## config.mk

```make
export PLATFORM = sky130hd
export DESIGN_NAME = running_enemy_green_sprite_fetch
export DESIGN_NICKNAME = d
export VERILOG_FILES = /design/src/rtl/contra_sprite_pkg.sv /design/src/rtl/sprite_anim_counter.sv /design/src/rtl/running_enemy_green_sprite_fetch.sv
export SDC_FILE = /design/constraint.sdc
export NUM_CORES = 1
export LEC_CHECK = 0
export CAP_MARGIN = 0
export CORE_MARGIN = 1
export CORE_UTILIZATION = 53
export CTS_CLUSTER_SIZE = 10
export DETAILED_ROUTE_END_ITERATION = 8
export PLACE_DENSITY = 0.88
export SLEW_MARGIN = 25
export SYNTH_ARGS = -nofsm -noshare
export SYNTH_HDL_FRONTEND = slang
export SYNTH_SLANG_ARGS = --single-unit
export TNS_END_PERCENT = 20
```

## constraint.sdc

```tcl
create_clock -name Clk -period 5.5 [get_ports Clk]
set_clock_uncertainty 0.05 [all_clocks]
set_input_delay 0.825 -clock Clk [delete_from_list [all_inputs] [get_ports Clk]]
set_output_delay 0.825 -clock Clk [all_outputs]
set_load 0.02 [all_outputs]
```

## src/rtl/contra_sprite_pkg.sv

```systemverilog
// Shared types and helpers for the Contra sprite fetch stages.
//   pal_idx_t        3-bit palette index
//   TRANSPARENT_IDX  palette index used as the colour key (dark green)
//   sprite_pos_t     per-frame shadow copy of an enemy's position and flags
//   in_span()        11-bit window test that cannot wrap past column/row 1023
package contra_sprite_pkg;

    typedef logic [2:0] pal_idx_t;

    localparam pal_idx_t TRANSPARENT_IDX = 3'd0;
    localparam int       SCREEN_W        = 640;
    localparam int       SCREEN_H        = 480;

    typedef struct packed {
        logic [9:0] x;
        logic [9:0] y;
        logic       active;
        logic       facing;
    } sprite_pos_t;

    // True when lo <= v < lo + len, evaluated one bit wider than the
    // operands so a sprite hanging off the right/bottom edge clips instead
    // of wrapping around to coordinate 0.
    function automatic logic in_span(input logic [9:0] v, input logic [9:0] lo,
                                     input int unsigned len);
        logic [10:0] v_e;
        logic [10:0] lo_e;
        v_e  = {1'b0, v};
        lo_e = {1'b0, lo};
        return (v_e >= lo_e) && (v_e < lo_e + 11'(len));
    endfunction

endpackage

```

## src/rtl/sprite_anim_counter.sv

```systemverilog
// Run-cycle animation counter shared by the enemy sprite fetch stages.
//   clk, rst     clock and synchronous active-high reset
//   frame_start  one pulse per video frame
//   active       incoming enemy_active; 0 at a frame_start restarts the cycle
//   frame        current animation frame, 0..N_FRAMES-1
// Each animation frame is shown for FRAME_HOLD frame_start pulses.
module sprite_anim_counter #(
    parameter int N_FRAMES   = 4,
    parameter int FRAME_HOLD = 6,
    parameter int FRAME_W    = (N_FRAMES > 1) ? $clog2(N_FRAMES) : 1
) (
    input  logic               clk,
    input  logic               rst,
    input  logic               frame_start,
    input  logic               active,
    output logic [FRAME_W-1:0] frame
);

    localparam int HOLD_W = (FRAME_HOLD > 1) ? $clog2(FRAME_HOLD) : 1;
    localparam logic [HOLD_W-1:0]  HOLD_LAST  = HOLD_W'(FRAME_HOLD - 1);
    localparam logic [FRAME_W-1:0] FRAME_LAST = FRAME_W'(N_FRAMES - 1);

    logic [HOLD_W-1:0] hold;

    always_ff @(posedge clk) begin
        if (rst) begin
            frame <= '0;
            hold  <= '0;
        end else if (frame_start) begin
            if (!active) begin
                // A dead enemy restarts from frame 0 when it respawns.
                frame <= '0;
                hold  <= '0;
            end else if (hold == HOLD_LAST) begin
                hold  <= '0;
                frame <= (frame == FRAME_LAST) ? '0 : frame + 1'b1;
            end else begin
                hold <= hold + 1'b1;
            end
        end
    end

endmodule

```

## src/rtl/running_enemy_green_sprite_fetch.sv

```systemverilog
// Per-pixel sprite fetch for the green running enemy (RunningR2 animation).
//   Clk, Reset     pixel clock, synchronous active-high reset
//   frame_start    1-cycle pulse at start of vertical blanking
//   enemy_x/y      sprite top-left corner, latched on frame_start
//   enemy_active   enemy visible, latched on frame_start
//   facing_left    horizontal mirror, latched on frame_start
//   DrawX/DrawY    current raster position
//   rom_addr       sprite ROM address (0 outside the sprite box)
//   rom_data       palette index returned by the ROM for rom_addr
//   pix_index      palette index for the LUT, 0 when pix_valid is low
//   pix_valid      opaque enemy pixel at this raster position
// DrawX/DrawY to pix_index/pix_valid is two clocks, one pixel per clock.
module running_enemy_green_sprite_fetch
    import contra_sprite_pkg::*;
#(
    parameter int SPR_W      = 32,
    parameter int SPR_H      = 48,
    parameter int N_FRAMES   = 4,
    parameter int FRAME_HOLD = 6,
    parameter int ADDR_W     = 13
) (
    input  logic              Clk,
    input  logic              Reset,
    input  logic              frame_start,
    input  logic [9:0]        enemy_x,
    input  logic [9:0]        enemy_y,
    input  logic              enemy_active,
    input  logic              facing_left,
    input  logic [9:0]        DrawX,
    input  logic [9:0]        DrawY,
    output logic [ADDR_W-1:0] rom_addr,
    input  pal_idx_t          rom_data,
    output pal_idx_t          pix_index,
    output logic              pix_valid
);

    localparam int FRAME_W    = (N_FRAMES > 1) ? $clog2(N_FRAMES) : 1;
    localparam int FRAME_SIZE = SPR_W * SPR_H;

    sprite_pos_t        pos;
    logic [FRAME_W-1:0] frame;

    logic               hit_p0;
    logic [10:0]        col_raw_p0;
    logic [10:0]        col_p0;
    logic [10:0]        row_p0;
    logic [ADDR_W-1:0]  addr_p0;
    logic               hit_p1;
    logic               opaque_p1;

    // Shadow copy so a mid-frame position change cannot tear the sprite.
    always_ff @(posedge Clk) begin
        if (Reset) begin
            pos <= '0;
        end else if (frame_start) begin
            pos <= '{x: enemy_x, y: enemy_y, active: enemy_active, facing: facing_left};
        end
    end

    sprite_anim_counter #(
        .N_FRAMES  (N_FRAMES),
        .FRAME_HOLD(FRAME_HOLD),
        .FRAME_W   (FRAME_W)
    ) u_anim (
        .clk        (Clk),
        .rst        (Reset),
        .frame_start(frame_start),
        .active     (enemy_active),
        .frame      (frame)
    );

    // ---- stage 0: box test and ROM address ----
    always_comb begin
        hit_p0     = pos.active && in_span(DrawX, pos.x, SPR_W) && in_span(DrawY, pos.y, SPR_H);
        col_raw_p0 = {1'b0, DrawX} - {1'b0, pos.x};
        row_p0     = {1'b0, DrawY} - {1'b0, pos.y};
        col_p0     = pos.facing ? (11'(SPR_W - 1) - col_raw_p0) : col_raw_p0;
        addr_p0    = ADDR_W'(frame) * ADDR_W'(FRAME_SIZE)
                   + ADDR_W'(row_p0) * ADDR_W'(SPR_W)
                   + ADDR_W'(col_p0);
    end

    always_ff @(posedge Clk) begin
        if (Reset) begin
            rom_addr <= '0;
            hit_p1   <= 1'b0;
        end else begin
            rom_addr <= hit_p0 ? addr_p0 : '0;
            hit_p1   <= hit_p0;
        end
    end

    // ---- stage 1: transparency key and output register ----
    assign opaque_p1 = hit_p1 && (rom_data != TRANSPARENT_IDX);

    always_ff @(posedge Clk) begin
        if (Reset) begin
            pix_valid <= 1'b0;
            pix_index <= '0;
        end else begin
            pix_valid <= opaque_p1;
            pix_index <= opaque_p1 ? rom_data : TRANSPARENT_IDX;
        end
    end

endmodule
```

# ---- After elaboration in Yosys (flattened, before gate mapping)
# Cells that the tools add are included.
dict set report totals {
  ff_bits 45
  word_cells 44
}
dict set report classes {
  multipliers 1
  bitwise 2
  addsub 9
  mux 6
  n_reduce_logical 9
  eq_ne 3
  n_lt_le_gt_ge 4
}
# op count
set ops {}
lappend ops {{$add 10x6->11 const B} 2}
lappend ops {{$lt 10x11->1} 2}
lappend ops {{$ge 10x10->1} 2}
lappend ops {{$add 13x11->13} 1}
lappend ops {{$add 13x13->13} 1}
lappend ops {{$mux 11} 1}
lappend ops {{$sub 10x10->11} 1}
lappend ops {{$sub 5x11->11 const A} 1}
lappend ops {{$sub 8x8->8} 1}
lappend ops {{$mux 2} 3}
lappend ops {{$mux 3} 2}
lappend ops {{$logic_and 1x1->1} 5}
lappend ops {{$mul 2x2->4 const B} 1}
lappend ops {{$reduce_or 2->1} 2}
lappend ops {{$add 3x1->3 const B} 1}
lappend ops {{$eq 3x3->1 const B} 1}
lappend ops {{$reduce_bool 3->1} 1}
lappend ops {{$add 2x1->2 const B} 1}
lappend ops {{$eq 2x2->1 const B} 1}
lappend ops {{$ne 2x1->1 const B} 1}
lappend ops {{$not 1->1} 2}
lappend ops {{$reduce_and 2->1} 1}

# ---- Logic depth before layout (Yosys ltp)
dict set report logic_depth {
  depth_word 7
  mapped_depth 19
  mapped_depth_nobuf 19
}

# ---- Cells and area by module
# From an unflattened synthesis, not the netlist that was laid out.
dict set report unflattened {
  cells_unflattened 381
  hier_area_um2 3338.2
}
# mod instances cells_each seq_area_each_um2 area_per_inst_um2
set by_module_without_submodules {}
lappend by_module_without_submodules {running_enemy_green_sprite_fetch 1 354 800.8 3100.5}
lappend by_module_without_submodules {sprite_anim_counter 1 27 100.1 237.7}

# ---- Least setup slack after synthesis
# Ideal clock, no wire load.
dict set report synth_timing {
  path_kind {input port to flip-flop}
  from {input DrawX[0]}
  to {register rom_addr[12]}
  cell_stages 19
  setup_ps 124
  setup_slack_ps 965
  arrival_time_ps 4362
  required_ps 5326
  cell_sequence {inv_1 ha_1 fa_1 nand2b_1 a21oi_2 nor4_1 nor4b_2 ha_1 nand2_1 o21ai_0 ha_1 ha_1 fa_1 a21o_1 a21oi_1 o21ai_0 xnor2_1 xnor2_1 nor3_2}
}
dict set report synth_via {
  elab_chain_cells 6
  word_cells_on_any_way 11
  cone_classes {3 x add/sub; 2 x order compare; 1 x mux; 1 x bitwise; 4 x reduce/logical}
}
# item line_no
set synth_lines {}
lappend synth_lines {{from (decl)} running_enemy_green_sprite_fetch.sv:29} ;# input logic [9:0] DrawX,
lappend synth_lines {{parallel branches: the longest is 6 deep, another holds $add 13x11->13} n/a}
lappend synth_lines {{to (signal assigned)} running_enemy_green_sprite_fetch.sv:88} ;# rom_addr <= hit_p0 ? addr_p0 : '0;
lappend synth_lines {{to (decl)} running_enemy_green_sprite_fetch.sv:31} ;# output logic [ADDR_W-1:0] rom_addr,
# Parallel ways; which one is timed is not known.
# A chain may end at the register's enable or synchronous reset.

# ---- Final worst setup path
# Same ends and word-level chain as after synthesis.

==> summary.md <==
| Metric | Value |
|---|---|
| Status | `complete, no violations` |
| Clock transition at the registers of the reported paths | `~90 ps` |
| Sequential share of the synthesized area | `0.264` |
| Post-synth ARST share | `0` |
| Slew Limit Fails | `0` |
| Avg Synthesized Cell Area | `between 8 and 9 um^2` |
| CTS Buf Count | `5` |
| DIE HEIGHT | `82.3 um` |
| Dpl hpwl | `between 5000 and 6000 um` |
| Routed vias/inst | `~5.6` |
| Antenna-violating nets left | `0` |
| Cells after Synth | `380` |
| Clock Tree Root | `clkbuf_8` |
| Via Count | `between 2000 and 3000` |
| Distinct cells, synth | `57` |
| Final setup TNS | `0 ps` |
| WL final | `between 7000 and 8000 um` |
| Max clock buf depth | `2` |
| RSZ-0062 raised after global routing | `false` |
| Area Overhead vs Synth | `23.4%` |
| Vias in the first global route | `2844` |
| Leak | `between 1.5 and 2 nW` |
| First-pass GRT wire length | `between 10000 and 15000 um` |
| Post-synth EDFFs | `0` |
| Relative max-transition margin | `0.480` |
| Placed Instances | `approximately 510` |
| Die area | `slightly below 0.007 mm^2` |
| Fill cell count | `a little under 500` |
| DRC viols | `0` |
| Placeable Area | `0.00606 mm^2` |
| F_max | `195 MHz` |
| Pwr Density | `approximately 250 mW/mm^2` |
| Nets | `541` |
| Layout cells sized above 1 | `0.0701` |
| GR Util met3 | `0.0319` |
| GRT overflow | `0` |
| DR iter-0 viols | `145` |
| Synthesized cell area | `0.00342 mm^2` |
| DRT Pass-1 Iters | `4` |
| CP arrival | `between 5000 and 6000 ps` |
| Post-CTS setup repair buffer count | `0` |
| CTS tree | `built` |
| Max-cap violations | `0` |
| Tmin final | `5120 ps` |
| Core Util, Final | `0.695` |
| Worst skew pair latency | `between 300 and 400 ps` |
| Site row count | `28` |
| Final Instance Count excl. Fillers | `517` |
| GRT Util Overall | `0.247` |
| Fin. Hold Viols | `0` |
| Final Wtd Congestion | `slightly above 0.9` |
| Worst vdd ir | `around 0.13 mV` |
| Port bufs | `64` |
| Setup crit end kind | `flip-flop` |
| # setup viols final | `0` |
| Slew @ Worst Pin | `778 ps` |
| Clock sink total | `45` |
| Drt wl/cell | `14.7 um` |
| CP Class | `in -> reg` |
| Cts repair resizes | `0` |
| Die W | `82.3 um` |
| Placed Area | `0.00410 mm^2` |
| Most used DFF post-synth | `dfxtp_1` |
| Max Fanout on Critical Path | `4` |
| ANT cells | `0` |
| Crit path launch type | `input port` |
| Met2 Use GR | `0.421` |
| Yosys reg bits | `between 40 and 50` |
| Worst hold path type | `reg -> reg` |
| Worst path required time | `approximately 5600 ps` |
| Top Ports | `65` |
| Largest net degree at the start of global routing | `30` |
| Fin crit share | `0.932` |
| H-tree Lvls | `2` |
| GR peak layer | `met2` |
| Initial antenna violation count | `0` |
| Hold buffer count at CTS | `0` |
| Net count after synthesis | `480` |
| Ys Warns | `0` |
| Met1 usage | `0.311` |
| Design area | `approximately 0.0042 mm^2` |
| Starting Density | `0.564` |
==> placed cells by master, fill, tap and decap left out, types with 2 or more instances in the layout <==
cell type / n
clkdlybuf4s50_1: 64
ha_1: 47
dfxtp_1: 45
inv_1: 36
nor2_1: 35
a21oi_1: 23
xnor2_1: 23
mux2i_1: 22
nand2_1: 15
xor2_1: 12
o21ai_0: 10
nor3_2: 9
nand2b_1: 7
nor3_1: 7
nand3_1: 7
a21o_1: 7
nor2b_1: 5
fa_1: 5
clkbuf_8: 5
o21a_1: 4
nand4_1: 3
o211ai_1: 3
and2_1: 3
nor3b_1: 3
a21oi_2: 2
o21bai_1: 2
a21boi_0: 2
o31ai_1: 2
a211oi_1: 2
a2111oi_0: 2
nand3b_1: 2
buf_4: 2
==> state kept, by name (all words and copies together), names as in the netlist <==
name          count
rom_addr         13
u_anim.hold       3
u_anim.frame      2
pix_valid         1
pix_index         3
pos              22
hit_p1            1
==> cell type report <==
| class | instances | area [um^2] | area share |
|---|---|---|---|
| sequential | 45 | 901 | 0.214 |
| timing repair buffer | 66 | 656 | 0.156 |
| clock buffer | 5 | 68.8 | 0.0163 |
| tap | 75 | 93.8 | 0.0223 |
| clock inverter | 3 | 43.8 | 0.0104 |
| multi-input combinational | 287 | 2320 | 0.550 |
| inverter | 36 | 135 | 0.0321 |
==> path summary, 6_finish.rpt <==
kind	start	endpoint	slack (ps)	depth (start not counted)
setup / recovery	DrawX[0]	rom_addr[12]	380	19
hold / removal	pos[1]	pos[1]	420	2
setup reg to reg	pos[12]	rom_addr[12]	1060	17
hold reg to reg	pos[1]	pos[1]	420	2
==> synthesized netlist by cell type (all sizes together), types with 2 or more instances <==
library cell   n  area (um^2)
ha            47          588
dfxtp         45          901
inv           36          135
nor2          35          131
a21oi         25          133
xnor2         23          201
mux2i         22          220
nor3          16          125
nand2         15         56.3
xor2          12          105
o21ai         11         58.8
a21o           8         61.3
clkbuf         8         40.0
nand2b         7         43.8
nand3          7         35.0
nor2b          6         45.0
fa             5          100
buf            4         23.8
nand4          4         31.3
o21a           4         30.0
a211oi         3         27.5
and2           3         18.8
nor3b          3         22.5
o211ai         3         22.5
a2111oi        2         17.5
a21boi         2         15.0
nand3b         2         15.0
nor4b          2         23.8
o21bai         2         15.0
o31ai          2         15.0
o41ai          2         25.0
==> through the flow <==
stage	setup slack [ps]	hold WS (ps)	total power (W)
floorplan	965	395	0.000661
finish	376	425	0.00103
detailed placement	178	413	0.000764
CTS	418	429	0.00103
global route	160	445	0.00109
global placement	312	408	0.000749
==> report_power, final <==
| part | leakage (nW) | internal (W) | switching (W) |
|---|---|---|---|
| clock | 0.0585 | 0.000136 | 0.000125 |
| combinational | 1.34 | 0.000200 | 0.000225 |
| sequential | 0.367 | 0.000337 | 0.0000115 |
==> critical path: stages <==
cell and delay (ps):
clkdlybuf4s50_1 460, inv_1 40, ha_1 250, fa_1 420, nand2b_1 180, a21oi_2 200
nor4_1 90, nor4b_2 340, ha_1 200, inv_1 50, o31ai_1 330, xor2_1 270
fa_1 480, ha_1 360, a21oi_1 200, o21ai_0 140, xnor2_1 200, xnor2_1 160
nor3_2 50
==> metal layers <==
metal  up-vias  part of all wire
met3        19             0.049
met1      1367              0.44
li1       1446                 -
met4         0             0.028
met2        83              0.48
met5         -                 0
==> logic make-up after synthesis <==
logic type | synth area share
adder cells (fa/ha/maj) | 0.201
buffers and inverters | 0.0582
flip-flops | 0.264
multiplexers | 0.0645
AND/OR/NAND/NOR | 0.170
AO/OA/AOI/OAI | 0.153
XOR/XNOR | 0.0897
Note: power is estimated with default switching activity, not from simulation.
